--- src/rtl/lfsr_pkg.sv ---
// lfsr_pkg: shared FSM/mode types, pad character and the LFSR step helper
// used by the cipher engine and its keystream generator.
package lfsr_pkg;

    // S_IDLE wait start | S_PRE lead pad | S_BODY message | S_POST tail pad | S_FIN done pulse
    typedef enum logic [2:0] {
        S_IDLE = 3'd0,
        S_PRE  = 3'd1,
        S_BODY = 3'd2,
        S_POST = 3'd3,
        S_FIN  = 3'd4
    } lfsr_state_t;

    typedef enum logic {
        ENC = 1'b0,
        DEC = 1'b1
    } lfsr_mode_t;

    localparam logic [7:0] PAD_CHAR   = 8'h20;
    localparam int         LFSR_MAX_W = 16;

    // Left shift with the tap parity entering at bit 0, masked to the live width w.
    function automatic logic [LFSR_MAX_W-1:0] lfsr_next(
        input logic [LFSR_MAX_W-1:0] state,
        input logic [LFSR_MAX_W-1:0] taps,
        input int                    w
    );
        logic [LFSR_MAX_W-1:0] mask;
        mask = {LFSR_MAX_W{1'b1}} >> (LFSR_MAX_W - w);
        return ((state << 1) | {{(LFSR_MAX_W-1){1'b0}}, ^(state & taps)}) & mask;
    endfunction

endpackage

--- src/rtl/lfsr_keygen.sv ---
// lfsr_keygen: W-bit Fibonacci-style LFSR; loads the seed, advances once per
// frame position and exposes the low DW bits as keystream.
module lfsr_keygen
    import lfsr_pkg::*;
#(
    parameter int W  = 8,
    parameter int DW = 8
) (
    input  logic          CLK,
    input  logic          RESET,
    input  logic          load,
    input  logic [W-1:0]  seed,
    input  logic [W-1:0]  taps,
    input  logic          adv,
    output logic [DW-1:0] ks
);

    logic [W-1:0] r_lfsr;

    always_ff @(posedge CLK) begin
        if (RESET) begin
            r_lfsr <= '0;
        end else if (load) begin
            r_lfsr <= seed;
        end else if (adv) begin
            r_lfsr <= W'(lfsr_next(LFSR_MAX_W'(r_lfsr), LFSR_MAX_W'(taps), W));
        end
    end

    assign ks = r_lfsr[DW-1:0];

endmodule

--- src/rtl/lfsr_cipher_engine.sv ---
// lfsr_cipher_engine: streaming LFSR encrypt/decrypt of a padded frame, one byte per cycle.
// Optional LFSR_STRIP_SPACE_EN drops leading pad bytes from the decrypted message body.
module lfsr_cipher_engine
    import lfsr_pkg::*;
#(
    parameter int W         = 8,
    parameter int DW        = 8,
    parameter int MSG_LEN   = 41,
    parameter int FRAME_LEN = 64
) (
    input  logic          CLK,
    input  logic          RESET,
    input  logic          start,
    input  logic          mode,
    input  logic [W-1:0]  taps,
    input  logic [W-1:0]  seed,
    input  logic [7:0]    pre_len,
    input  logic [DW-1:0] in_data,
    input  logic          in_valid,
    output logic          in_ready,
    output logic [DW-1:0] out_data,
    output logic          out_valid,
    input  logic          out_ready,
    output logic          busy,
    output logic          done,
    output logic          err,
    output logic [7:0]    out_count
);

    localparam logic [7:0]    PAD_ROOM = 8'(FRAME_LEN - MSG_LEN);
    localparam logic [7:0]    BODY_LEN = 8'(MSG_LEN);
    localparam logic [DW-1:0] PAD_DW   = DW'(PAD_CHAR);

    lfsr_state_t   r_state, w_state_nxt;
    lfsr_mode_t    r_mode;
    logic [W-1:0]  r_taps;
    logic [7:0]    r_cnt, w_cnt_nxt;
    logic [7:0]    r_post_len;
    logic          r_tail, w_tail_nxt;
    logic          r_err;
    logic [DW-1:0] r_out_data;
    logic          r_out_valid;
    logic [7:0]    r_out_cnt;

    logic [DW-1:0] w_ks, w_byte;
    logic          w_start_ok, w_cfg_bad, w_active, w_consume, w_discard;
    logic          w_out_free, w_in_ready, w_step, w_drop, w_emit;

    assign w_start_ok = start && (r_state == S_IDLE);
    assign w_cfg_bad  = pre_len > PAD_ROOM;
    // r_tail: every position is done, only the output register still has to drain
    assign w_active   = ((r_state == S_PRE) || (r_state == S_BODY) || (r_state == S_POST)) && !r_tail;
    assign w_consume  = (r_mode == DEC) || (r_state == S_BODY);
    assign w_discard  = (r_mode == DEC) && (r_state != S_BODY);
    assign w_out_free = !r_out_valid || out_ready;
    assign w_in_ready = w_active && w_consume && (w_discard || w_out_free);
    assign w_step     = w_active && (w_consume ? (in_valid && w_in_ready) : w_out_free);
    assign w_byte     = (w_consume ? in_data : PAD_DW) ^ w_ks;

`ifdef LFSR_STRIP_SPACE_EN
    logic r_strip;

    always_ff @(posedge CLK) begin
        if (RESET) begin
            r_strip <= 1'b0;
        end else if (w_start_ok) begin
            r_strip <= (mode == DEC);
        end else if (w_step && (r_state == S_BODY) && (w_byte != PAD_DW)) begin
            r_strip <= 1'b0;
        end
    end

    assign w_drop = r_strip && (r_mode == DEC) && (r_state == S_BODY) && (w_byte == PAD_DW);
`else
    assign w_drop = 1'b0;
`endif

    assign w_emit = w_step && !w_drop && ((r_mode == ENC) || (r_state == S_BODY));

    lfsr_keygen #(.W(W), .DW(DW)) u_keygen (
        .CLK   (CLK),
        .RESET (RESET),
        .load  (w_start_ok),
        .seed  (seed),
        .taps  (r_taps),
        .adv   (w_step),
        .ks    (w_ks)
    );

    always_comb begin
        w_state_nxt = r_state;
        w_cnt_nxt   = r_cnt;
        w_tail_nxt  = r_tail;
        case (r_state)
            S_IDLE: begin
                if (w_start_ok) begin
                    w_tail_nxt = 1'b0;
                    if (w_cfg_bad) begin
                        // Bad config parks in POST with nothing left, so FIN follows at once
                        w_state_nxt = S_POST;
                        w_cnt_nxt   = '0;
                        w_tail_nxt  = 1'b1;
                    end else if (pre_len != 8'd0) begin
                        w_state_nxt = S_PRE;
                        w_cnt_nxt   = pre_len;
                    end else begin
                        w_state_nxt = S_BODY;
                        w_cnt_nxt   = BODY_LEN;
                    end
                end
            end
            S_PRE, S_BODY, S_POST: begin
                if (r_tail) begin
                    if (w_out_free) begin
                        w_state_nxt = S_FIN;
                        w_tail_nxt  = 1'b0;
                    end
                end else if (w_step) begin
                    if (r_cnt != 8'd1) begin
                        w_cnt_nxt = r_cnt - 8'd1;
                    end else begin
                        w_cnt_nxt = '0;
                        if (r_state == S_PRE) begin
                            w_state_nxt = S_BODY;
                            w_cnt_nxt   = BODY_LEN;
                        end else if ((r_state == S_BODY) && (r_post_len != 8'd0)) begin
                            w_state_nxt = S_POST;
                            w_cnt_nxt   = r_post_len;
                        end else begin
                            w_tail_nxt = 1'b1;
                        end
                    end
                end
            end
            S_FIN:   w_state_nxt = S_IDLE;
            default: w_state_nxt = S_IDLE;
        endcase
    end

    always_ff @(posedge CLK) begin
        if (RESET) begin
            r_state    <= S_IDLE;
            r_cnt      <= '0;
            r_tail     <= 1'b0;
            r_mode     <= ENC;
            r_taps     <= '0;
            r_post_len <= '0;
            r_err      <= 1'b0;
        end else begin
            r_state <= w_state_nxt;
            r_cnt   <= w_cnt_nxt;
            r_tail  <= w_tail_nxt;
            if (w_start_ok) begin
                r_mode     <= lfsr_mode_t'(mode);
                r_taps     <= taps;
                r_post_len <= PAD_ROOM - pre_len;
                r_err      <= w_cfg_bad;
            end
        end
    end

    always_ff @(posedge CLK) begin
        if (RESET) begin
            r_out_data  <= '0;
            r_out_valid <= 1'b0;
            r_out_cnt   <= '0;
        end else begin
            if (w_emit) begin
                r_out_data  <= w_byte;
                r_out_valid <= 1'b1;
            end else if (out_ready) begin
                r_out_valid <= 1'b0;
            end
            if (w_start_ok) begin
                r_out_cnt <= '0;
            end else if (r_out_valid && out_ready) begin
                r_out_cnt <= r_out_cnt + 8'd1;
            end
        end
    end

    assign in_ready  = w_in_ready;
    assign out_data  = r_out_data;
    assign out_valid = r_out_valid;
    assign busy      = (r_state != S_IDLE);
    assign done      = (r_state == S_FIN);
    assign err       = r_err;
    assign out_count = r_out_cnt;

endmodule

--- config.mk ---
export PLATFORM = sky130hd
export DESIGN_NAME = lfsr_cipher_engine
export DESIGN_NICKNAME = d
export VERILOG_FILES = /design/src/rtl/lfsr_pkg.sv /design/src/rtl/lfsr_keygen.sv /design/src/rtl/lfsr_cipher_engine.sv
export SDC_FILE = /design/constraint.sdc
export NUM_CORES = 1
export LEC_CHECK = 0
export ABC_CLOCK_PERIOD_IN_PS = 5400
export CORE_MARGIN = 5
export CORE_UTILIZATION = 56
export CTS_CLUSTER_DIAMETER = 50
export DETAILED_ROUTE_END_ITERATION = 8
export MAX_ROUTING_LAYER = met4
export PLACE_DENSITY = 0.86
export SETUP_SLACK_MARGIN = 0.3
export SLEW_MARGIN = 20
export SYNTH_ARGS = -nofsm -noshare
export SYNTH_HDL_FRONTEND = slang
export SYNTH_SLANG_ARGS = --single-unit
--- constraint.sdc ---
create_clock -name CLK -period 5.4 [get_ports CLK]
set_clock_uncertainty 0.15 [all_clocks]
set_input_delay 1.08 -clock CLK [delete_from_list [all_inputs] [get_ports CLK]]
set_output_delay 1.08 -clock CLK [all_outputs]
set_load 0.02 [all_outputs]
==> results of run 1 <==
==> power by group <==
group / switching, uW / total, uW / leakage (uW) / internal (uW)
Combinational: 494 / 895 / 0.000765 / 401
Clock: 139 / 233 / 0.0000418 / 93.5
Sequential: 145 / 667 / 0.000451 / 522
Total: 778 / 1800 / 0.00126 / 1020
==> kinds of logic after synthesis <==
logic type	after synthesis	synth area share
simple gates	145	0.247
fa+ha+maj	4	0.0167
xor+xnor	29	0.0849
compound gates	81	0.196
mux	11	0.0368
flops	55	0.368
buf+inv	31	0.0497
==> sequential cells by signal, summed over array words and instances (netlist names) <==
name and count:
r_post_len 8, out_count 8, out_data 8, err 1
out_valid 1, r_mode 1, u_keygen.ks 8, r_tail 1
r_cnt 8, r_state 3, r_taps 8
==> cell type report <==
class | instances | share of cell area
clock inverter | 2 | 0.00444
clock buffer | 6 | 0.0198
inverter | 11 | 0.0113
sequential | 55 | 0.301
tap | 70 | 0.0239
multi-input combinational | 270 | 0.479
timing repair buffer | 59 | 0.161
==> worst register-to-register path, stage by stage, from the launching register on <==
cell                       delay [ns]
sky130_fd_sc_hd__dfxtp_1         0.73
sky130_fd_sc_hd__nor3_1          0.23
sky130_fd_sc_hd__nand2_1         0.79
sky130_fd_sc_hd__o41ai_4         0.37
sky130_fd_sc_hd__a311oi_1        0.33
==> synthesized netlist by cell type, types with 2 or more instances <==
library cell / n / area, um2
sky130_fd_sc_hd__a311oi_1: 7 / 61.3
sky130_fd_sc_hd__a31oi_1: 2 / 12.5
sky130_fd_sc_hd__nand4_1: 3 / 18.8
sky130_fd_sc_hd__xor2_1: 16 / 140
sky130_fd_sc_hd__nor4b_1: 2 / 17.5
sky130_fd_sc_hd__a21oi_1: 21 / 105
sky130_fd_sc_hd__or4_1: 4 / 30.0
sky130_fd_sc_hd__o21ai_0: 6 / 30.0
sky130_fd_sc_hd__ha_1: 4 / 50.1
sky130_fd_sc_hd__nor4_4: 2 / 42.5
sky130_fd_sc_hd__o211ai_1: 2 / 15.0
sky130_fd_sc_hd__nor3b_1: 2 / 15.0
sky130_fd_sc_hd__nand3_1: 4 / 20.0
sky130_fd_sc_hd__nor3_1: 9 / 45.0
sky130_fd_sc_hd__nor3b_4: 2 / 37.5
sky130_fd_sc_hd__and4_1: 3 / 26.3
sky130_fd_sc_hd__inv_1: 10 / 37.5
sky130_fd_sc_hd__dfxtp_1: 55 / 1100
sky130_fd_sc_hd__nand2b_1: 2 / 12.5
sky130_fd_sc_hd__buf_6: 2 / 22.5
sky130_fd_sc_hd__buf_4: 3 / 22.5
sky130_fd_sc_hd__mux2i_1: 11 / 110
sky130_fd_sc_hd__o311ai_0: 3 / 26.3
sky130_fd_sc_hd__nand2_1: 56 / 210
sky130_fd_sc_hd__a211oi_1: 22 / 165
sky130_fd_sc_hd__buf_2: 5 / 25.0
sky130_fd_sc_hd__and2_1: 3 / 18.8
sky130_fd_sc_hd__nor2b_1: 2 / 12.5
sky130_fd_sc_hd__nor2_1: 45 / 169
sky130_fd_sc_hd__clkbuf_1: 10 / 37.5
sky130_fd_sc_hd__xnor2_1: 13 / 114
==> path summary, 6_finish.rpt <==
kind                     to  slack (ns)       start
setup / recovery   in_ready        1.53   out_ready
hold / removal    r_taps[6]        0.31   r_taps[6]
setup reg to reg   r_cnt[5]        2.71  r_state[2]
hold reg to reg   r_taps[6]        0.31   r_taps[6]
==> stage by stage <==
stage | hold WS (ns) | utilization
final | 0.310 | 0.712
after global routing | 0.336 | 0.712
after CTS | 0.312 | 0.710
after detailed placement | 0.297 | 0.693
after global placement | 0.295 | 0.693
after floorplan | 0.286 | -
==> routing by layer <==
layer,vias up,wire [um],part of all wire
li1,1363,-,-
met1,1229,3220,0.45
met2,92,3340,0.47
met3,10,497,0.070
met4,0,91,0.013
met5,-,0,0
==> metrics.log, run 1 <==
INFO  metric via_per_inst = 5.70
INFO  metric static-leakage-power = 0.00126 uW
INFO  metric busiest_layer = met2
INFO  metric setup.worst_path.end_class = primary output
INFO  metric place.detailed.instances = 465
INFO  metric floorplan.io_pins = 59
INFO  metric crit_chain = clkdlybuf4s50_1 -> nor2b_1 -> a211oi_1 -> clkdlybuf4s50_1
INFO  metric gr-usage-all-layers = 0.211
INFO  metric max_freq = 258 MHz
INFO  metric design_area = 3660 um2
INFO  metric worst_slew_margin_rel = 0.330
INFO  metric avgSynthCellArea = 8.41 um2
INFO  metric min_delay_path_depth = 2
INFO  metric met1_usage_grt = 0.269
INFO  metric wl_per_cell = 15.1 um
INFO  metric net_count_of_the_mapped_netlist = 398
INFO  metric grt_start_max_net_pins = 47
INFO  metric critPathLaunchType = input pin
INFO  metric critPathKind = input pin to primary output
INFO  metric initialDrtViolationCount = 134
INFO  metric worstMarginPinSlew = 1.00 ns
INFO  metric clk_path_buf_depth = 2
INFO  metric wl = 7150 um
INFO  metric tritoncts = done
INFO  metric critical_path.n_buffers_inverters = 2
INFO  metric synth-edff-count = 0
INFO  metric place.gp.congestion = 0.922
INFO  metric cts.reportedPaths.clkPinSlew = 0.10 ns
INFO  metric grt_first_pass_wirelength = 11900 um
INFO  metric cell_area_after_placement = 3560 um2
INFO  metric grt_util_met3 = 0.0505
INFO  metric postCtsSetupRepairBufs = 0
INFO  metric synth_cell_type_count = 56
INFO  metric grtUsageMet2 = 0.332
INFO  metric cts_made_buffers = 5
INFO  metric fin_nets = 444
INFO  metric layout-drive-gt1-share = 0.0521
INFO  metric cts.repair.resized = 0
INFO  metric syn_to_final_growth = 22.3%
INFO  metric antennaDiodeCount = 0
INFO  metric timing.hold.worst.class = register to register
INFO  metric cp_slowest_stage_delay = 0.56 ns
INFO  metric initial_util = 0.582
INFO  metric cp.depth = 4
INFO  metric multi_input_area = 1750 um2
INFO  metric layout_worst_path_cycle_share = 0.716
INFO  metric critical_path.most_common_cell = sky130_fd_sc_hd__clkdlybuf4s50_1
INFO  metric commonest_non_fill_non_tap_cell_in_the_layout = sky130_fd_sc_hd__clkdlybuf4s50_1
INFO  metric path_delay_family = buffers and inverters
INFO  metric cp_data_arrival_time = 2.64 ns
INFO  metric worst_setup_slack_before_clock_tree_synthesis = 1.54 ns
INFO  metric synth_warnings = 0
INFO  metric vias_in_the_first_global_route = 2515
INFO  metric fillCellCount = 435
INFO  metric outcome = finished, final reports clean
INFO  metric worst-path-max-fanout = 6
INFO  metric setup-tns-final = 0 ns
INFO  metric die_area = 6910 um2
INFO  metric crit_path_time_final = 3.87 ns
INFO  metric io_buffers = 58
INFO  metric vdd.ir_drop.worst = 0.211 mV
INFO  metric max_cap_viol_count = 0
INFO  metric drc_errors = 0
INFO  metric rr_worst_depth = 4
INFO  metric antenna_found_initial = 0
INFO  metric finalNonFillerCells = 473
INFO  metric synth_seq_cells = 55
INFO  metric detailed_place_hpwl = 5300 um
INFO  metric cts_sinks = 55
INFO  metric total_of_endpoints_with_negative_setup_slack_in_the_final_report = 0
INFO  metric layout_common_cells = sky130_fd_sc_hd__clkdlybuf4s50_1, sky130_fd_sc_hd__nand2_1, sky130_fd_sc_hd__dfxtp_1
INFO  metric die_y = 83.1 um
INFO  metric postSynthCellCount = 356
INFO  metric cts_hold_buffers = 0
INFO  metric insertion_delay = 0.31 ns
INFO  metric globalRouteOverflowTotal = 0
INFO  metric cts_root_buf = sky130_fd_sc_hd__clkbuf_8
INFO  metric grt_setup_unrepaired = no
INFO  metric dominantRegCellSynth = sky130_fd_sc_hd__dfxtp_1
INFO  metric cts-htree-levels = 2
INFO  metric post-layout-total-power = 1800 uW
INFO  metric row_count = 26
INFO  metric core_region = 5140 um2
INFO  metric critical_path_rt = 4.17 ns
INFO  metric firstDrtPassIters = 5
INFO  metric die_x = 83.1 um
INFO  metric drtAntennaViolNets = 0
INFO  metric dr_total_vias = 2694
INFO  metric ys_async_sr_fraction = 0
INFO  metric power.density_cell_area = 490 nW/um2
INFO  metric synth-seq-area-share = 0.368
INFO  metric finalHoldViolCount = 0
INFO  metric timing_max_transition_violations_final = 0
INFO  metric mappedNetlistArea = 2990 um2
INFO  metric slowest_stage = sky130_fd_sc_hd__clkdlybuf4s50_1
INFO  metric sequential_standard_cell_area = 1100 um2
INFO  metric final.setup.worst_slack = 1.53 ns
Power figures use the tool's default switching activity.
==> inputs of run 2 (changes only) <==
- ABC_CLOCK_PERIOD_IN_PS: 5400 -> 3400
- CORE_UTILIZATION: 56 -> 47
- PLACE_DENSITY: 0.86 -> 0.77
- clock period: 5.4 -> 3.4 ns (I/O delays scaled with it)
==> run 2 against run 1 <==
Compared with the run above:
- total power increased by 61%
- sequential share of layout area decreased by 0.33 points
- combinational power increased by 62%
- die area is 17% higher
- largest cell class unchanged
- non-clock buffer count grew 6
==> metrics.log, run 2 (same netlist as run 1, synthesis figures left out) <==
INFO  metric worst-path-max-fanout = 15 (was 6)
INFO  metric wl_per_cell = 15.2 um (was 15.1 um)
INFO  metric worstMarginPinSlew = 0.766 ns (was 1.00 ns)
INFO  metric insertion_delay = 0.31 ns (about the same)
INFO  metric worst_r2r_startpoint = r_state[0] (was r_state[2])
INFO  metric wl = 7370 um (was 7150 um)
INFO  metric vias_in_the_first_global_route = 2515 (unchanged)
INFO  metric fin_nets = 450 (was 444)
INFO  metric drc_errors = 0 (unchanged)
INFO  metric power.density_cell_area = 777 nW/um2 (was 490 nW/um2)
INFO  metric setup.worst_path.end_class = primary output (unchanged)
INFO  metric timing.hold.worst.class = register to register (unchanged)
INFO  metric grt_setup_unrepaired = no (unchanged)
INFO  metric seq_power_share = 0.370 (was 0.372)
INFO  metric sw_frac_of_total = 0.431 (was 0.434)
INFO  metric vdd.ir_drop.worst = 0.349 mV (was 0.211 mV)
INFO  metric power.switching = 1240 uW (was 778 uW)
INFO  metric whs_endpoint = r_taps[0] (was r_taps[6])
INFO  metric hold_start = r_taps[0] (was r_taps[6])
INFO  metric rr_worst_depth = 5 (was 4)
INFO  metric cellInternalPower = 1640 uW (was 1020 uW)
INFO  metric ff2ff_setup_slack = 1.12 ns (was 2.71 ns)
INFO  metric outcome = finished, final reports clean (unchanged)
INFO  metric tritoncts = done (unchanged)
INFO  metric finalHoldViolCount = 0 (unchanged)
INFO  metric grt_first_pass_wirelength = 12200 um (was 11900 um)
INFO  metric layout_worst_path_cycle_share = 0.878
INFO  metric firstDrtPassIters = 4 (was 5)
INFO  metric die_y = 89.8 um (was 83.1 um)
INFO  metric design_area = 3710 um2 (was 3660 um2)
INFO  metric critical_path_rt = 2.57 ns (was 4.17 ns)
INFO  metric via_per_inst = 5.54 (was 5.70)
INFO  metric die_x = 89.8 um (was 83.1 um)
INFO  metric initial_util = 0.477 (was 0.582)
INFO  metric rr_endpoint = err (was r_cnt[5])
INFO  metric floorplan.io_pins = 59 (unchanged)
INFO  metric cts-htree-levels = 2 (unchanged)
INFO  metric cp_data_arrival_time = 2.15 ns (was 2.64 ns)
INFO  metric layout-drive-gt1-share = 0.0733 (was 0.0521)
INFO  metric io_buffers = 58 (unchanged)
INFO  metric syn_to_final_growth = 24.0% (was 22.3%)
INFO  metric dr_total_vias = 2692 (was 2694)
INFO  metric cts_sinks = 55 (unchanged)
INFO  metric combPwrFrac = 0.501 (was 0.499)
INFO  metric antenna_found_initial = 0 (unchanged)
INFO  metric post-layout-total-power = 2880 uW (was 1800 uW)
INFO  metric cts.reportedPaths.clkPinSlew = 0.10 ns (about the same)
INFO  metric critPathLaunchType = register (was input pin)
INFO  metric die_area = 8060 um2 (was 6910 um2)
INFO  metric globalRouteOverflowTotal = 0 (unchanged)
INFO  metric max_freq = 335 MHz
INFO  metric static-leakage-power = 0.00129 uW (was 0.00126 uW)
INFO  metric initialDrtViolationCount = 142 (was 134)
INFO  metric antennaDiodeCount = 0 (unchanged)
INFO  metric total_of_endpoints_with_negative_setup_slack_in_the_final_report = 0 (unchanged)
INFO  metric timing_max_transition_violations_final = 0 (unchanged)
INFO  metric grt_start_max_net_pins = 31 (was 47)
INFO  metric max_cap_viol_count = 0 (unchanged)
INFO  metric core_region = 6280 um2 (was 5140 um2)
INFO  metric clk_path_buf_depth = 2 (unchanged)
INFO  metric layout_common_cells = sky130_fd_sc_hd__clkdlybuf4s50_1, sky130_fd_sc_hd__nand2_1, sky130_fd_sc_hd__dfxtp_1 (unchanged)
INFO  metric cell_area_after_placement = 3610 um2 (was 3560 um2)
INFO  metric place.gp.congestion = 0.962 (was 0.922)
INFO  metric drtAntennaViolNets = 0 (unchanged)
INFO  metric crit_path_time_final = 2.98 ns
INFO  metric setup-tns-final = 0 ns (unchanged)
INFO  metric detailed_place_hpwl = 5500 um (was 5300 um)
INFO  metric row_count = 29 (was 26)
INFO  metric worst_slew_margin_rel = 0.487 (was 0.330)
INFO  metric commonest_non_fill_non_tap_cell_in_the_layout = sky130_fd_sc_hd__clkdlybuf4s50_1 (unchanged)
INFO  metric gr-usage-all-layers = 0.184 (was 0.211)
INFO  metric critPathKind = register to primary output (was input pin to primary output)
INFO  metric clock_power_share = 0.128 (was 0.130)
INFO  metric cts_root_buf = sky130_fd_sc_hd__clkbuf_8 (unchanged)
INFO  metric cts_made_buffers = 5 (unchanged)
INFO  metric min_delay_path_depth = 2 (unchanged)
## run 2: cell types whose count changed in the layout (fill, tap and decap cells not counted), sizes merged
cell      change
inv           -1
buf           +6
clkinv        +2
clkinvlp      -1
## run 2: what timing repair did
| item | 4_1_cts | 5_1_grt |
|---|---|---|
| setup buffers | 0 | 0 |
| setup endpoints to repair | 1 | 1 |
| gates resized for setup | 1 | 2 |
| hold buffers | 0 | 0 |
## run 2: stage by stage
step           cells  hold WS, ns  worst slack, ns  utilization
2_1_floorplan    356        0.286             1.14            -
3_3_place_gp     478        0.295            0.503        0.576
5_1_grt          486        0.338            0.317        0.591
4_1_cts          486        0.313            0.349        0.590
6_report         486        0.310            0.416        0.591
3_5_place_dp     478        0.299            0.474        0.576
## run 2: how the worst max path moves through the flow
stage,start,to,slack (ns),cells past startpoint
floorplan,r_state[1],in_ready,1.14,3
CTS,r_state[2],in_ready,0.35,4
global route,r_state[1],in_ready,0.32,4
detailed placement,out_ready,in_ready,0.47,4
finish,r_state[1],in_ready,0.42,4
global placement,out_ready,in_ready,0.50,4
## run 2: cell type report
| type | count | area, um2 |
|---|---|---|
| flip-flops and latches | 55 | 1100 |
| inverters | 11 | 41.3 |
| well taps | 77 | 96.3 |
| repair buffers | 65 | 633 |
| clock buffers | 6 | 72.6 |
| fillers | 555 | 2570 |
| clock inverters | 2 | 17.5 |
| multi-input cells | 270 | 1750 |
## run 2: routing by layer
layer  vias to the layer above  global-route usage  wire [um]
met5                         -                   -          0
met1                      1254               0.239       3450
met3                         6              0.0426        326
li1                       1367                   -          -
met2                        65               0.291       3540
met4                         0              0.0403         53
## run 2: power groups by stage
| stage | clock, uW | sequential, uW | combinational, uW |
|---|---|---|---|
| 5_1_grt | 406 | 1100 | 1600 |
| 4_1_cts | 374 | 1060 | 1440 |
| 6_report | 369 | 1070 | 1450 |
| 3_5_place_dp | 0 | 1070 | 1430 |
| 3_3_place_gp | 0 | 1060 | 1410 |
| 2_1_floorplan | 0 | 1030 | 1080 |
## run 2: critical path: stages, from the launching register on
cell and delay, ns:
sky130_fd_sc_hd__dfxtp_2 0.53, sky130_fd_sc_hd__nor3b_4 0.33, sky130_fd_sc_hd__nor2_1 0.12, sky130_fd_sc_hd__a211oi_1 0.22, sky130_fd_sc_hd__clkdlybuf4s50_1 0.64
